<file path="config.mk">
export PLATFORM = sky130hd
export DESIGN_NAME = crack_scheduler
export DESIGN_NICKNAME = d
export VERILOG_FILES = /design/src/rtl/crack_scheduler.sv
export SDC_FILE = /design/constraint.sdc
export NUM_CORES = 1
export LEC_CHECK = 0
export ABC_AREA = 1
export ABC_CLOCK_PERIOD_IN_PS = 1900
export CORE_MARGIN = 4
export CORE_UTILIZATION = 30
export DETAILED_ROUTE_END_ITERATION = 12
export REMOVE_ABC_BUFFERS = 1
export SKIP_CTS_REPAIR_TIMING = 1
export SLEW_MARGIN = 20
export SYNTH_ARGS = -nofsm -noshare
export SYNTH_HDL_FRONTEND = slang
export SYNTH_SLANG_ARGS = --single-unit
</file>
<file path="constraint.sdc">
create_clock -name clk -period 1.9 [get_ports clk]
set_input_delay 0.38 -clock clk [delete_from_list [all_inputs] [get_ports clk]]
set_output_delay 0.38 -clock clk [all_outputs]
set_load 0.005 [all_outputs]
</file>
<file path="src/rtl/crack_scheduler.sv">
// crack_scheduler: hands out 24-bit ARC4 candidate keys to a pool of crack cores in
// round-robin order, stops the search on the first reported match and presents the
// matching key with the same rdy/en/key/key_valid handshake as a single crack engine.
// Optional build macro CRACK_PROGRESS_EN adds the keys_tried progress counter output.
module crack_scheduler #(
    parameter int unsigned NUM_CORES = 2,
    parameter logic [23:0] KEY_FIRST = 24'h000000,
    parameter logic [23:0] KEY_LAST  = 24'hFFFFFF
) (
    input  logic                 clk,
    input  logic                 rst_n,
    input  logic                 en,
    output logic                 rdy,
    output logic [23:0]          key,
    output logic                 key_valid,
    input  logic [NUM_CORES-1:0] core_req,
    output logic [NUM_CORES-1:0] core_gnt,
    output logic [23:0]          core_key,
    input  logic [NUM_CORES-1:0] core_done,
    input  logic [NUM_CORES-1:0] core_match,
    output logic                 core_abort
`ifdef CRACK_PROGRESS_EN
    ,
    output logic [23:0]          keys_tried
`endif
);

    localparam int unsigned PtrW = (NUM_CORES > 1) ? $clog2(NUM_CORES) : 1;

    typedef enum logic [1:0] {StIdle, StRun, StAbort, StDone} state_e;

    state_e                 state_q, state_d;
    logic [23:0]            next_key_q, next_key_d;
    logic                   exhausted_q, exhausted_d;
    logic [NUM_CORES-1:0]   busy_q, busy_d;
    logic [23:0]            assigned_q [NUM_CORES];
    logic [23:0]            assigned_d [NUM_CORES];
    logic [PtrW-1:0]        rr_ptr_q, rr_ptr_d;
    logic [NUM_CORES-1:0]   gnt_q, gnt_d;
    logic [23:0]            gnt_key_q, gnt_key_d;
    logic [23:0]            key_q, key_d;
    logic                   key_valid_q, key_valid_d;

    logic                   start;
    logic [NUM_CORES-1:0]   eligible;
    logic [NUM_CORES-1:0]   match_vec;
    logic [NUM_CORES-1:0]   pick_hi, pick_lo, gnt_oh;
    logic                   found_hi, found_lo, found_win;
    logic                   grant_ok, match_hit;
    logic [PtrW-1:0]        rr_next;
    logic [23:0]            win_key;

    assign start     = ((state_q == StIdle) || (state_q == StDone)) && en;
    assign eligible  = core_req & ~busy_q;
    assign match_vec = core_done & core_match & busy_q;

    // Round-robin pick (first eligible at or above the pointer, else lowest) and match winner.
    always_comb begin
        pick_hi   = '0;
        pick_lo   = '0;
        found_hi  = 1'b0;
        found_lo  = 1'b0;
        found_win = 1'b0;
        win_key   = '0;
        rr_next   = rr_ptr_q;
        for (int i = 0; i < int'(NUM_CORES); i++) begin
            if (!found_hi && eligible[i] && (i >= int'(rr_ptr_q))) begin
                pick_hi[i] = 1'b1;
                found_hi   = 1'b1;
            end
            if (!found_lo && eligible[i]) begin
                pick_lo[i] = 1'b1;
                found_lo   = 1'b1;
            end
            if (!found_win && match_vec[i]) begin
                win_key   = assigned_q[i];
                found_win = 1'b1;
            end
        end
        gnt_oh = found_hi ? pick_hi : pick_lo;
        for (int i = 0; i < int'(NUM_CORES); i++) begin
            if (gnt_oh[i]) begin
                rr_next = PtrW'((i + 1) % int'(NUM_CORES));
            end
        end
        grant_ok  = (state_q == StRun) && !exhausted_q && found_lo;
        match_hit = (state_q == StRun) && found_win;
    end

    // FSM state register.
    always_ff @(posedge clk) begin
        if (!rst_n) begin
            state_q <= StIdle;
        end else begin
            state_q <= state_d;
        end
    end

    // FSM next-state: a match outranks exhaustion; exhaustion waits for all cores to drain.
    always_comb begin
        state_d = state_q;
        case (state_q)
            StIdle, StDone: begin
                if (en) begin
                    state_d = StRun;
                end
            end
            StRun: begin
                if (match_hit) begin
                    state_d = StAbort;
                end else if (exhausted_q && (busy_q == '0)) begin
                    state_d = StDone;
                end
            end
            StAbort: state_d = StDone;
            default: state_d = StIdle;
        endcase
    end

    // FSM outputs.
    always_comb begin
        rdy        = (state_q == StIdle) || (state_q == StDone);
        core_abort = (state_q == StAbort);
        key        = key_q;
        key_valid  = key_valid_q;
        core_gnt   = gnt_q;
        core_key   = gnt_key_q;
    end

    // Datapath next-state: key dispatch, busy tracking and match capture.
    always_comb begin
        next_key_d  = next_key_q;
        exhausted_d = exhausted_q;
        busy_d      = busy_q;
        assigned_d  = assigned_q;
        rr_ptr_d    = rr_ptr_q;
        gnt_d       = '0;
        gnt_key_d   = '0;
        key_d       = key_q;
        key_valid_d = key_valid_q;
        if (start) begin
            next_key_d  = KEY_FIRST;
            exhausted_d = 1'b0;
            busy_d      = '0;
            rr_ptr_d    = '0;
            key_d       = '0;
            key_valid_d = 1'b0;
        end else if (state_q == StRun) begin
            busy_d = busy_q & ~core_done;
            if (grant_ok) begin
                gnt_d     = gnt_oh;
                gnt_key_d = next_key_q;
                busy_d    = busy_d | gnt_oh;
                rr_ptr_d  = rr_next;
                for (int i = 0; i < int'(NUM_CORES); i++) begin
                    if (gnt_oh[i]) begin
                        assigned_d[i] = next_key_q;
                    end
                end
                // Hold at KEY_LAST rather than wrapping so the key space is covered once.
                if (next_key_q == KEY_LAST) begin
                    exhausted_d = 1'b1;
                end else begin
                    next_key_d = next_key_q + 24'd1;
                end
            end
            if (match_hit) begin
                key_d       = win_key;
                key_valid_d = 1'b1;
            end
        end else if (state_q == StAbort) begin
            busy_d = '0;
        end
    end

    // Datapath registers.
    always_ff @(posedge clk) begin
        if (!rst_n) begin
            next_key_q  <= KEY_FIRST;
            exhausted_q <= 1'b0;
            busy_q      <= '0;
            rr_ptr_q    <= '0;
            gnt_q       <= '0;
            gnt_key_q   <= '0;
            key_q       <= '0;
            key_valid_q <= 1'b0;
            for (int i = 0; i < int'(NUM_CORES); i++) begin
                assigned_q[i] <= '0;
            end
        end else begin
            next_key_q  <= next_key_d;
            exhausted_q <= exhausted_d;
            busy_q      <= busy_d;
            rr_ptr_q    <= rr_ptr_d;
            gnt_q       <= gnt_d;
            gnt_key_q   <= gnt_key_d;
            key_q       <= key_d;
            key_valid_q <= key_valid_d;
            assigned_q  <= assigned_d;
        end
    end

`ifdef CRACK_PROGRESS_EN
    logic [23:0] tried_q, tried_d;
    logic [24:0] tried_sum;

    // Progress counter: completions from busy cores, saturating, cleared on a new search.
    always_comb begin
        tried_sum = {1'b0, tried_q};
        for (int i = 0; i < int'(NUM_CORES); i++) begin
            if ((state_q == StRun) && core_done[i] && busy_q[i]) begin
                tried_sum = tried_sum + 25'd1;
            end
        end
        tried_d = tried_sum[24] ? 24'hFFFFFF : tried_sum[23:0];
        if (start) begin
            tried_d = '0;
        end
    end

    // Progress counter register.
    always_ff @(posedge clk) begin
        if (!rst_n) begin
            tried_q <= '0;
        end else begin
            tried_q <= tried_d;
        end
    end

    assign keys_tried = tried_q;
`endif

endmodule

</file>
; ---- Word level (Yosys, flattened, before mapping)
; Index checks and enable logic that the tools add are counted.
[totals]
output_inout_bits = 53
wordCells = 79
reg_bits = 129
in_bits = 9
[classes]
order_cmp = 1
reduce_logical = 28
n_bitwise = 12
n_addsub = 1
n_eq_ne = 6
n_mux = 20
[op_table]
columns = cell, count
row1 = 2-to-1 mux 24 bit, 2
row2 = adder 24 x 1 -> 24 bit (second input constant), 1
row3 = equality test 24 bit (second input constant), 1
row4 = 2-to-1 mux 2 bit, 7
row5 = 2-to-1 mux 1 bit, 10
row6 = logical AND 1 bit, 9
row7 = AND reduction 3 bit, 3
row8 = bitwise AND 2 bit, 4
row9 = AND reduction 4 bit, 2
row10 = case mux 2 bit (3 select lines), 1
row11 = inverter 1 bit, 5
row12 = equality test 2 bit (second input constant), 2
row13 = logical NOT 1 bit, 4
row14 = logical NOT 2 bit, 2
row15 = inverter 2 bit, 2
row16 = AND reduction 2 bit, 2
row17 = nonzero test 2 bit, 2
row18 = OR reduction 2 bit, 2
row19 = OR reduction 4 bit, 1
row20 = inequality test 3 x 2 -> 1 bit (second input constant), 1
row21 = equality test 2 x 1 -> 1 bit (second input constant), 1
row22 = inequality test 2 bit (second input constant), 1
row23 = OR 2 bit, 1
row24 = >= comparator 1 bit (first input constant), 1
row25 = logical OR 1 bit, 1

; ---- Longest topological paths before layout
; Gate-level depths: netlist of the first run.
[logic_depth]
depth_word = 11
mapped_depth = 11

; ---- Worst setup path before layout of the first run
; Ideal clock, no wire load.
[synth_timing]
path_type = reg2reg
start = register state_q[0]
end = register key_q[10], in the netlist key[10]
path_slack_ns = 0.231
arrival_ns = 1.605
path_stages_with_launch = 10
period_less_slack_ns = 1.669
path_cell_list = dfxtp_1 > inv_1 > ha_1 > nand2_1 > inv_1 > nor2_1 > buf_2 > clkbuf_1 > o21ai_0 > nor2_1
[synth_between]
elab_chain_cells = 4
[synth_lines]
columns = item, line
row1 = "start, declared", 32  ; state_e state_q, state_d;
row2 = "start signal, assigned", 93  ; state_q <= StIdle;
row3 = "start signal, assigned", 95  ; state_q <= state_d;
row4 = equality test 2 bit or logical NOT 2 bit (tied branches), n/a
row5 = logical OR 1 bit (*), n/a
row6 = net rdy, 13  ; output logic rdy,
row7 = logical AND 1 bit (*), 53  ; assign start = ((state_q == StIdle) || (state_q == StDone)) && en;
row8 = OR reduction 2 bit (no line) (*), n/a
row9 = "end signal, assigned", 197  ; key_q <= key_d;
row10 = "end, declared", 41  ; logic [23:0] key_q, key_d;
; Mark *: on every way through the listed nets, which the timed path passes. The rest lies on a longest branch.
; A chain may end at the register's enable or synchronous reset.

; ---- Final worst setup path of the first run
[layout_timing]
start = register state_q[0]
end = output rdy
[layout_between]
elab_chain_cells = 2
[layout_lines]
columns = item, line
row1 = equality test 2 bit or logical NOT 2 bit (tied branches), 122  ; rdy = (state_q == StIdle) || (state_q == StDone);
row2 = logical OR 1 bit (*), 122
row3 = "end, declared", 13
; Mark *: on every way between the ends. The rest lies on a longest branch, timed or not.

==> results of run 1 <==
## power by group
| part | leakage (uW) | internal (uW) | total [uW] | switching [uW] |
|---|---|---|---|---|
| Clock | 0.000261 | 1850 | 3010 | 1160 |
| Combinational | 0.00139 | 452 | 1230 | 782 |
| Sequential | 0.00104 | 2910 | 2990 | 72.4 |
## kinds of logic (layout without fill, tap and decap cells)
family | count (synthesis) | in the layout | share of synthesized area
AND/OR/NAND/NOR | 306 | 306 | 0.234
adder cells (fa/ha/maj) | 3 | 3 | 0.00693
XOR/XNOR | 11 | 11 | 0.0178
buffers and inverters | 134 | 227 | 0.103
flip-flops | 129 | 129 | 0.477
AO/OA/AOI/OAI | 161 | 161 | 0.161
## metrics by stage
stage | area (um2) | total power, uW | setup WS [ns] | hold slack, ns | utilization
after detailed placement | 6510 | 4280 | -0.0500 | 0.443 | 0.372
after floorplan | 5210 | 3730 | -1.03 | 0.429 | -
final | 7070 | 7230 | 0.117 | 0.449 | 0.404
after CTS | 7050 | 7310 | -0.224 | 0.452 | 0.403
after global routing | 7070 | 7580 | 0.0589 | 0.468 | 0.404
after global placement | 6510 | 4260 | -0.100 | 0.438 | 0.372
## state kept, by name, summed over array words and instances (netlist names)
name,count
assigned_q,48
busy_q,2
core_gnt,2
core_key,24
exhausted_q,1
key,24
key_valid,1
next_key_q,24
rr_ptr_q,1
state_q,2
## cell usage in the layout (no fill, tap or decap), types with 4 or more instances in the layout
cell type,n
sky130_fd_sc_hd__nor2_1,164
sky130_fd_sc_hd__dfxtp_1,129
sky130_fd_sc_hd__nand2_1,107
sky130_fd_sc_hd__inv_1,87
sky130_fd_sc_hd__o21ai_0,76
sky130_fd_sc_hd__clkdlybuf4s50_1,59
sky130_fd_sc_hd__a21oi_1,46
sky130_fd_sc_hd__buf_4,38
sky130_fd_sc_hd__o22ai_1,24
sky130_fd_sc_hd__clkbuf_16,17
sky130_fd_sc_hd__nand3_1,14
sky130_fd_sc_hd__xor2_1,11
sky130_fd_sc_hd__a21oi_2,9
sky130_fd_sc_hd__buf_12,6
sky130_fd_sc_hd__nor2_2,4
sky130_fd_sc_hd__nor2_4,4
sky130_fd_sc_hd__o21ai_1,4
## layer usage
layer | routed length [um] | up-vias | GRT usage
met5 | 0 | - | 0
met4 | 265 | 0 | 0.0515
met3 | 584 | 15 | 0.0333
met2 | 6140 | 97 | 0.218
met1 | 6690 | 2177 | 0.188
li1 | - | 2504 | -
## worst register-to-register path: stages (launching register included)
cell	delay [ns]
sky130_fd_sc_hd__dfxtp_1	0.33
sky130_fd_sc_hd__ha_1	0.19
sky130_fd_sc_hd__inv_1	0.11
sky130_fd_sc_hd__nor2_4	0.19
sky130_fd_sc_hd__nand2_4	0.10
sky130_fd_sc_hd__nor2_8	0.16
sky130_fd_sc_hd__nand2_4	0.06
sky130_fd_sc_hd__nand2_4	0.24
sky130_fd_sc_hd__nand2_1	0.09
sky130_fd_sc_hd__a21oi_1	0.17
## path summary, 6_finish.rpt
path | from | end | cells past startpoint
setup / recovery | state_q[0]$_SDFFE_PN0P_ | rdy | 4
hold / removal | assigned_q[42]$_SDFFE_PN0P_ | assigned_q[42]$_SDFFE_PN0P_ | 2
setup reg to reg | next_key_q[0]$_SDFFE_PP0P_ | next_key_q[4]$_SDFFE_PP0P_ | 9
hold reg to reg | assigned_q[42]$_SDFFE_PN0P_ | assigned_q[42]$_SDFFE_PN0P_ | 2
## area by class of cell
class,count,area share
clock buffers,21,0.0652
multi-input cells,481,0.324
repair buffers,105,0.144
well taps,225,0.0398
flip-flops and latches,129,0.365
inverters,92,0.0492
clock inverters,9,0.0120
==> run_summary.xml, run 1 <==
<?xml version="1.0" encoding="UTF-8"?>
<metrics>
  <group name="outcome">
    <metric name="outcome" unit="">finished clean</metric>
  </group>
  <group name="worst_setup_path">
    <metric name="cp_num_buf_inv" unit="">3</metric>
    <metric name="worst-endpoint-arrival" unit="ns">1.40</metric>
    <metric name="worst_path_max_delay_cell" unit="">sky130_fd_sc_hd__dfxtp_1</metric>
    <metric name="cp.required" unit="ns">1.52</metric>
    <metric name="endpoint_kind" unit="">output port</metric>
    <metric name="reg2reg_setup_slack" unit="ns">0.20</metric>
    <metric name="crit_path_max_incr_delay" unit="ns">0.34</metric>
    <metric name="timing.critical_path.max_delay_family" unit="">buffers and inverters</metric>
    <metric name="timing_worst_setup_path_type" unit="">reg -&gt; out</metric>
    <metric name="crit_path_start_kind" unit="">register</metric>
    <metric name="cp_max_fo" unit="">5</metric>
    <metric name="timing.critical_path.cells" unit="">inv_1 -&gt; ha_2 -&gt; buf_4 -&gt; dlymetal6s2s_1</metric>
  </group>
  <group name="floorplan">
    <metric name="floorplan.rows" unit="">48</metric>
    <metric name="die_area" unit="um2">20300</metric>
    <metric name="core" unit="um2">17500</metric>
    <metric name="die_w" unit="um">142</metric>
    <metric name="chipHeight" unit="um">142</metric>
    <metric name="start_util" unit="">0.310</metric>
    <metric name="io-pin-count" unit="">62</metric>
  </group>
  <group name="yosys">
    <metric name="ys_seq_area_frac" unit="">0.477</metric>
    <metric name="netlist_top_cells_area" unit="">sky130_fd_sc_hd__dfxtp_1 (48%), sky130_fd_sc_hd__nor2_1 (11%), sky130_fd_sc_hd__nand2_1 (7.4%)</metric>
    <metric name="synthesis.instances" unit="">744</metric>
    <metric name="synth_top_area_cell" unit="">sky130_fd_sc_hd__dfxtp_1</metric>
    <metric name="ff_latch_count_synth" unit="">129</metric>
    <metric name="synth_area" unit="um2">5420</metric>
    <metric name="ffs_w_async_s_r_synth" unit="">0</metric>
    <metric name="ys.warnings.count" unit="">0</metric>
    <metric name="synthTopCellsByCount" unit="">sky130_fd_sc_hd__nor2_1 (165), sky130_fd_sc_hd__dfxtp_1 (129), sky130_fd_sc_hd__nand2_1 (107)</metric>
    <metric name="synthDominantCellAreaShare" unit="">0.477</metric>
    <metric name="synthesis.area_per_instance" unit="um2">7.28</metric>
    <metric name="synth.lib_cells_used.distinct" unit="">30</metric>
    <metric name="synth_edf_count" unit="">0</metric>
    <metric name="synth_top_flop_cell" unit="">sky130_fd_sc_hd__dfxtp_1</metric>
    <metric name="most_common_cell_in_the_netlist" unit="">sky130_fd_sc_hd__nor2_1</metric>
  </group>
  <group name="place">
    <metric name="cell_total_after_placement" unit="">1032</metric>
    <metric name="dpl.hpwl" unit="um">9440</metric>
    <metric name="place.port_buffers" unit="">61</metric>
    <metric name="place.gp.congestion" unit="">0.831</metric>
  </group>
  <group name="sta">
    <metric name="setup_repair_after_global_routing_missed_its_margin" unit="">false</metric>
    <metric name="tightest_slew" unit="ns">0.424</metric>
    <metric name="final-setup-viol-count" unit="">0</metric>
    <metric name="timing.final.max_slew_violations" unit="">0</metric>
    <metric name="post-route-min-period" unit="ns">1.78</metric>
    <metric name="setup-tns-final" unit="ns">0</metric>
    <metric name="max_freq" unit="GHz">0.561</metric>
    <metric name="relative_slew_slack" unit="">0.717</metric>
    <metric name="final.period_utilization" unit="">0.939</metric>
    <metric name="skew" unit="ns">0.00874</metric>
    <metric name="finalHoldViolations" unit="">0</metric>
  </group>
  <group name="clock_network">
    <metric name="cts_root_buffer" unit="">sky130_fd_sc_hd__clkbuf_16</metric>
    <metric name="cts.path.max_buffers" unit="">2</metric>
    <metric name="cts_made_buffers" unit="">17</metric>
    <metric name="latest_clock_arrival_within_the_worst_skew_pair" unit="ns">0.42</metric>
    <metric name="tritoncts" unit="">done</metric>
    <metric name="clk_transition_reported_paths" unit="ns">0.05</metric>
    <metric name="clkSinkCount" unit="">129</metric>
    <metric name="cts-htree-levels" unit="">4</metric>
  </group>
  <group name="grt">
    <metric name="globalRouteTotalUtil" unit="">0.140</metric>
    <metric name="grt_first_pass_wirelength" unit="um">22500</metric>
    <metric name="number_of_global_route_vias_before_repair" unit="">4541</metric>
    <metric name="globalRoute.totalOverflow" unit="">0</metric>
    <metric name="grt_antenna_before_repair" unit="">0</metric>
    <metric name="pin_count_of_the_biggest_net_entering_global_routing" unit="">50</metric>
  </group>
  <group name="detailed_routing">
    <metric name="drt-wirelength-per-cell" unit="um">12.9</metric>
    <metric name="drt_first_iter_violations" unit="">303</metric>
    <metric name="route.detailed.drc" unit="">0</metric>
    <metric name="drt_first_pass_iters" unit="">7</metric>
    <metric name="total_wire_length" unit="um">13700</metric>
    <metric name="routed_via_density" unit="">4.51</metric>
    <metric name="detailroute.via_count" unit="">4793</metric>
    <metric name="final_antenna_net_count" unit="">0</metric>
  </group>
  <group name="power_and_ir_drop">
    <metric name="power.density_cell_area" unit="nW/um2">1020</metric>
    <metric name="static-leakage-power" unit="uW">0.00270</metric>
    <metric name="irDropWorstVdd" unit="mV">0.649</metric>
  </group>
  <group name="finish">
    <metric name="num-fill-cells" unit="">1789</metric>
    <metric name="area.growth.synth_to_final" unit="%">30.4</metric>
    <metric name="layoutNonFillerInstCount" unit="">1062</metric>
    <metric name="sequential_cell_area" unit="um2">2580</metric>
    <metric name="diodes" unit="">0</metric>
    <metric name="layout-drive-gt1-share" unit="">0.123</metric>
    <metric name="multi_input_comb_area" unit="um2">2290</metric>
    <metric name="nNetsFinal" unit="">838</metric>
  </group>
  <group name="min_path">
    <metric name="timing.hold.worst.class" unit="">reg -&gt; reg</metric>
  </group>
  <group name="run">
    <metric name="drv.max_cap_violation_count" unit="">0</metric>
  </group>
</metrics>
No activity file was read; power rests on OpenSTA's default activity.
==> run 2, diff against run 1 <==
--- a/config.mk
+++ b/config.mk
@@ -6,10 +6,11 @@
 export NUM_CORES = 1
 export LEC_CHECK = 0
 export ABC_AREA = 1
-export ABC_CLOCK_PERIOD_IN_PS = 1900
+export ABC_CLOCK_PERIOD_IN_PS = 2300
 export CORE_MARGIN = 4
-export CORE_UTILIZATION = 30
+export CORE_UTILIZATION = 50
 export DETAILED_ROUTE_END_ITERATION = 12
+export PLACE_DENSITY = 0.72
 export REMOVE_ABC_BUFFERS = 1
 export SKIP_CTS_REPAIR_TIMING = 1
 export SLEW_MARGIN = 20
==> constraint.sdc (replaced) <==
create_clock -name clk -period 2.3 [get_ports clk]
set_input_delay 0.46 -clock clk [delete_from_list [all_inputs] [get_ports clk]]
set_output_delay 0.46 -clock clk [all_outputs]
set_load 0.005 [all_outputs]
==> run 2 against run 1 <==
Via count grew 1.6%. Register-to-register slack better by 0.24 ns. First-iteration DRC count up 13%. Combinational power is 24% lower. Final cell count decreased by 11%. Clock-buffer cell count is 2 lower. Sequential share of layout area grew 2.0 points. Critical path depth fell by 1. Sequential power fell by 17%. Non-clock buffer count decreased by 30. Clock skew up 0.00062 ns. Largest cell class unchanged. Largest power group unchanged.
==> run_summary.xml, run 2 (same netlist as run 1, synthesis figures left out) <==
<?xml version="1.0" encoding="UTF-8"?>
<metrics>
  <group name="power_and_ir_drop">
    <metric name="power.clock.fraction" unit="">0.428</metric>
    <metric name="switching_share" unit="">0.279</metric>
    <metric name="combinational_power_share" unit="">0.157</metric>
    <metric name="p_total" unit="uW">5950</metric>
    <metric name="cell_internal_pwr" unit="uW">4290</metric>
    <metric name="irDropWorstVdd" unit="mV">0.394</metric>
    <metric name="static-leakage-power" unit="uW">0.00251</metric>
    <metric name="switchingPower" unit="uW">1660</metric>
    <metric name="power.density_cell_area" unit="nW/um2">890</metric>
    <metric name="seq_power_share" unit="">0.416</metric>
  </group>
  <group name="grt">
    <metric name="number_of_global_route_vias_before_repair" unit="">4621</metric>
    <metric name="grt_antenna_before_repair" unit="">0</metric>
    <metric name="globalRouteTotalUtil" unit="">0.213</metric>
    <metric name="grt_first_pass_wirelength" unit="um">21900</metric>
    <metric name="pin_count_of_the_biggest_net_entering_global_routing" unit="">50</metric>
    <metric name="globalRoute.totalOverflow" unit="">0</metric>
  </group>
  <group name="place">
    <metric name="place.gp.congestion" unit="">0.894</metric>
    <metric name="cell_total_after_placement" unit="">913</metric>
    <metric name="dpl.hpwl" unit="um">8640</metric>
    <metric name="postPlaceCellArea" unit="um2">6110</metric>
    <metric name="place.port_buffers" unit="">61</metric>
    <metric name="detailedPlace.worstSlack" unit="ns">-0.0294</metric>
  </group>
  <group name="sta">
    <metric name="final.period_utilization" unit="">0.952</metric>
    <metric name="timing.final.max_slew_violations" unit="">0</metric>
    <metric name="final-setup-viol-count" unit="">0</metric>
    <metric name="fin_ws" unit="ns">0.109</metric>
    <metric name="post-route-min-period" unit="ns">2.19</metric>
    <metric name="max_freq" unit="GHz">0.457</metric>
    <metric name="tightest_slew" unit="ns">0.737</metric>
    <metric name="skew" unit="ns">0.00937</metric>
    <metric name="setup_repair_after_global_routing_missed_its_margin" unit="">false</metric>
    <metric name="final_hold_slack" unit="ns">0.452</metric>
    <metric name="relative_slew_slack" unit="">0.508</metric>
    <metric name="finalHoldViolations" unit="">0</metric>
  </group>
  <group name="detailed_routing">
    <metric name="uppermost_layer_routed" unit="">met4</metric>
    <metric name="total_wire_length" unit="um">13000</metric>
    <metric name="met2_routed_wl" unit="um">6200</metric>
    <metric name="drt-wirelength-per-cell" unit="um">13.7</metric>
    <metric name="drt_first_pass_iters" unit="">5</metric>
    <metric name="wl_met1" unit="um">5840</metric>
    <metric name="routed-wl-met3" unit="um">729</metric>
    <metric name="drt_first_iter_violations" unit="">342</metric>
    <metric name="detailroute.via_count" unit="">4870</metric>
    <metric name="final_antenna_net_count" unit="">0</metric>
    <metric name="routed_via_density" unit="">5.15</metric>
    <metric name="route.detailed.drc" unit="">0</metric>
  </group>
  <group name="worst_setup_path">
    <metric name="endpoint_kind" unit="">output port</metric>
    <metric name="worst-endpoint-arrival" unit="ns">1.73</metric>
    <metric name="crit_path_start_kind" unit="">register</metric>
    <metric name="worstReg2RegStart" unit="">next_key_q[1]$_SDFFE_PP0P_</metric>
    <metric name="cp.required" unit="ns">1.84</metric>
    <metric name="worst_setup_path_startpoint" unit="">state_q[0]$_SDFFE_PN0P_</metric>
    <metric name="cp_max_fo" unit="">6</metric>
    <metric name="timing_worst_setup_path_type" unit="">reg -&gt; out</metric>
  </group>
  <group name="floorplan">
    <metric name="start_util" unit="">0.518</metric>
    <metric name="io-pin-count" unit="">62</metric>
    <metric name="die_w" unit="um">112</metric>
    <metric name="chipHeight" unit="um">112</metric>
    <metric name="floorplan.rows" unit="">37</metric>
    <metric name="core" unit="um2">10500</metric>
    <metric name="die_area" unit="um2">12600</metric>
  </group>
  <group name="clock_network">
    <metric name="latest_clock_arrival_within_the_worst_skew_pair" unit="ns">0.52</metric>
    <metric name="cts_root_buffer" unit="">sky130_fd_sc_hd__clkbuf_8</metric>
    <metric name="clkSinkCount" unit="">129</metric>
    <metric name="cts.path.max_buffers" unit="">2</metric>
    <metric name="cts_made_buffers" unit="">17</metric>
    <metric name="clk_transition_reported_paths" unit="ns">0.06</metric>
    <metric name="cts-htree-levels" unit="">4</metric>
    <metric name="tritoncts" unit="">done</metric>
  </group>
  <group name="finish">
    <metric name="nNetsFinal" unit="">808</metric>
    <metric name="area.growth.synth_to_final" unit="%">23.5</metric>
    <metric name="layout-drive-gt1-share" unit="">0.0915</metric>
    <metric name="register_with_the_most_flip_flops" unit="">assigned_q</metric>
    <metric name="largest_register_ffs" unit="">48</metric>
    <metric name="layoutNonFillerInstCount" unit="">945</metric>
    <metric name="layout.cells.most_common_list" unit="">sky130_fd_sc_hd__nor2_1 (165), sky130_fd_sc_hd__dfxtp_1 (129), sky130_fd_sc_hd__nand2_1 (107)</metric>
    <metric name="num-fill-cells" unit="">884</metric>
    <metric name="fin_area" unit="um2">6690</metric>
    <metric name="final_common_cell" unit="">sky130_fd_sc_hd__nor2_1</metric>
    <metric name="diodes" unit="">0</metric>
  </group>
  <group name="min_path">
    <metric name="worstHoldStart" unit="">assigned_q[45]$_SDFFE_PN0P_</metric>
    <metric name="timing.hold.worst.class" unit="">reg -&gt; reg</metric>
  </group>
  <group name="run">
    <metric name="drv.max_cap_violation_count" unit="">0</metric>
  </group>
  <group name="outcome">
    <metric name="outcome" unit="">finished clean</metric>
  </group>
</metrics>
==> run 2: changes by cell type in the layout (fill, tap and decap cells not counted), sizes merged <==
cell           before  now
buf                44   14
clkinv              5    8
clkbuf             21   19
clkdlybuf4s50      59   61
dlymetal6s2s        2    0
bufinv              1    2
clkinvlp            3    2
inv                92   93
==> run 2: final cells by class <==
cell class	instances	area, um2	share of cell area
clock buffer	19	432	0.0645
clock inverter	13	135	0.0202
inverter	92	348	0.0520
multi-input combinational	481	2300	0.343
sequential	129	2580	0.386
tap	136	170	0.0254
timing repair buffer	75	728	0.109
==> run 2: critical path, stage by stage, from the launching register on <==
cell and delay (ns):
sky130_fd_sc_hd__dfxtp_1 0.34, sky130_fd_sc_hd__inv_1 0.08, sky130_fd_sc_hd__ha_4 0.30, sky130_fd_sc_hd__clkdlybuf4s50_1 0.50
==> run 2: final timing paths <==
check / to / slack (ns) / cells past startpoint
worst max-delay path: rdy / 0.11 / 3
worst min-delay path: assigned_q[45]$_SDFFE_PN0P_ / 0.45 / 2
worst max register to register: next_key_q[7]$_SDFFE_PP0P_ / 0.44 / 8
worst min register to register: assigned_q[45]$_SDFFE_PN0P_ / 0.45 / 2
==> run 2: stage by stage <==
stage          utilization  setup TNS, ns
6_report             0.640              0
5_1_grt              0.640              0
4_1_cts              0.638              0
3_5_place_dp         0.584        -0.0294
3_3_place_gp         0.584              0
2_1_floorplan            -         -15.23
==> run 2: power by group through the flow <==
stage               clock network [uW]  registers, uW  logic [uW]
finish                            2550           2470         932
global route                      2710           2490        1050
CTS                               2590           2470         903
detailed placement                   0           2520         890
global placement                     0           2510         875
floorplan                            0           2510         573
==> run 2: metal layers <==
metal  GRT usage  vias up
met3      0.0512       23
met2       0.344      142
li1            -     2449
met1       0.275     2256
met5           0        -
met4      0.0817        0
==> run 3, diff against run 2 <==
--- a/config.mk
+++ b/config.mk
@@ -9,6 +9,7 @@
 export ABC_CLOCK_PERIOD_IN_PS = 2300
 export CORE_MARGIN = 4
 export CORE_UTILIZATION = 50
+export CTS_CLUSTER_DIAMETER = 150
 export DETAILED_ROUTE_END_ITERATION = 12
 export PLACE_DENSITY = 0.72
 export REMOVE_ABC_BUFFERS = 1
==> results of run 3 <==
Final layout, timing and power as in run 2 (identical DEF).
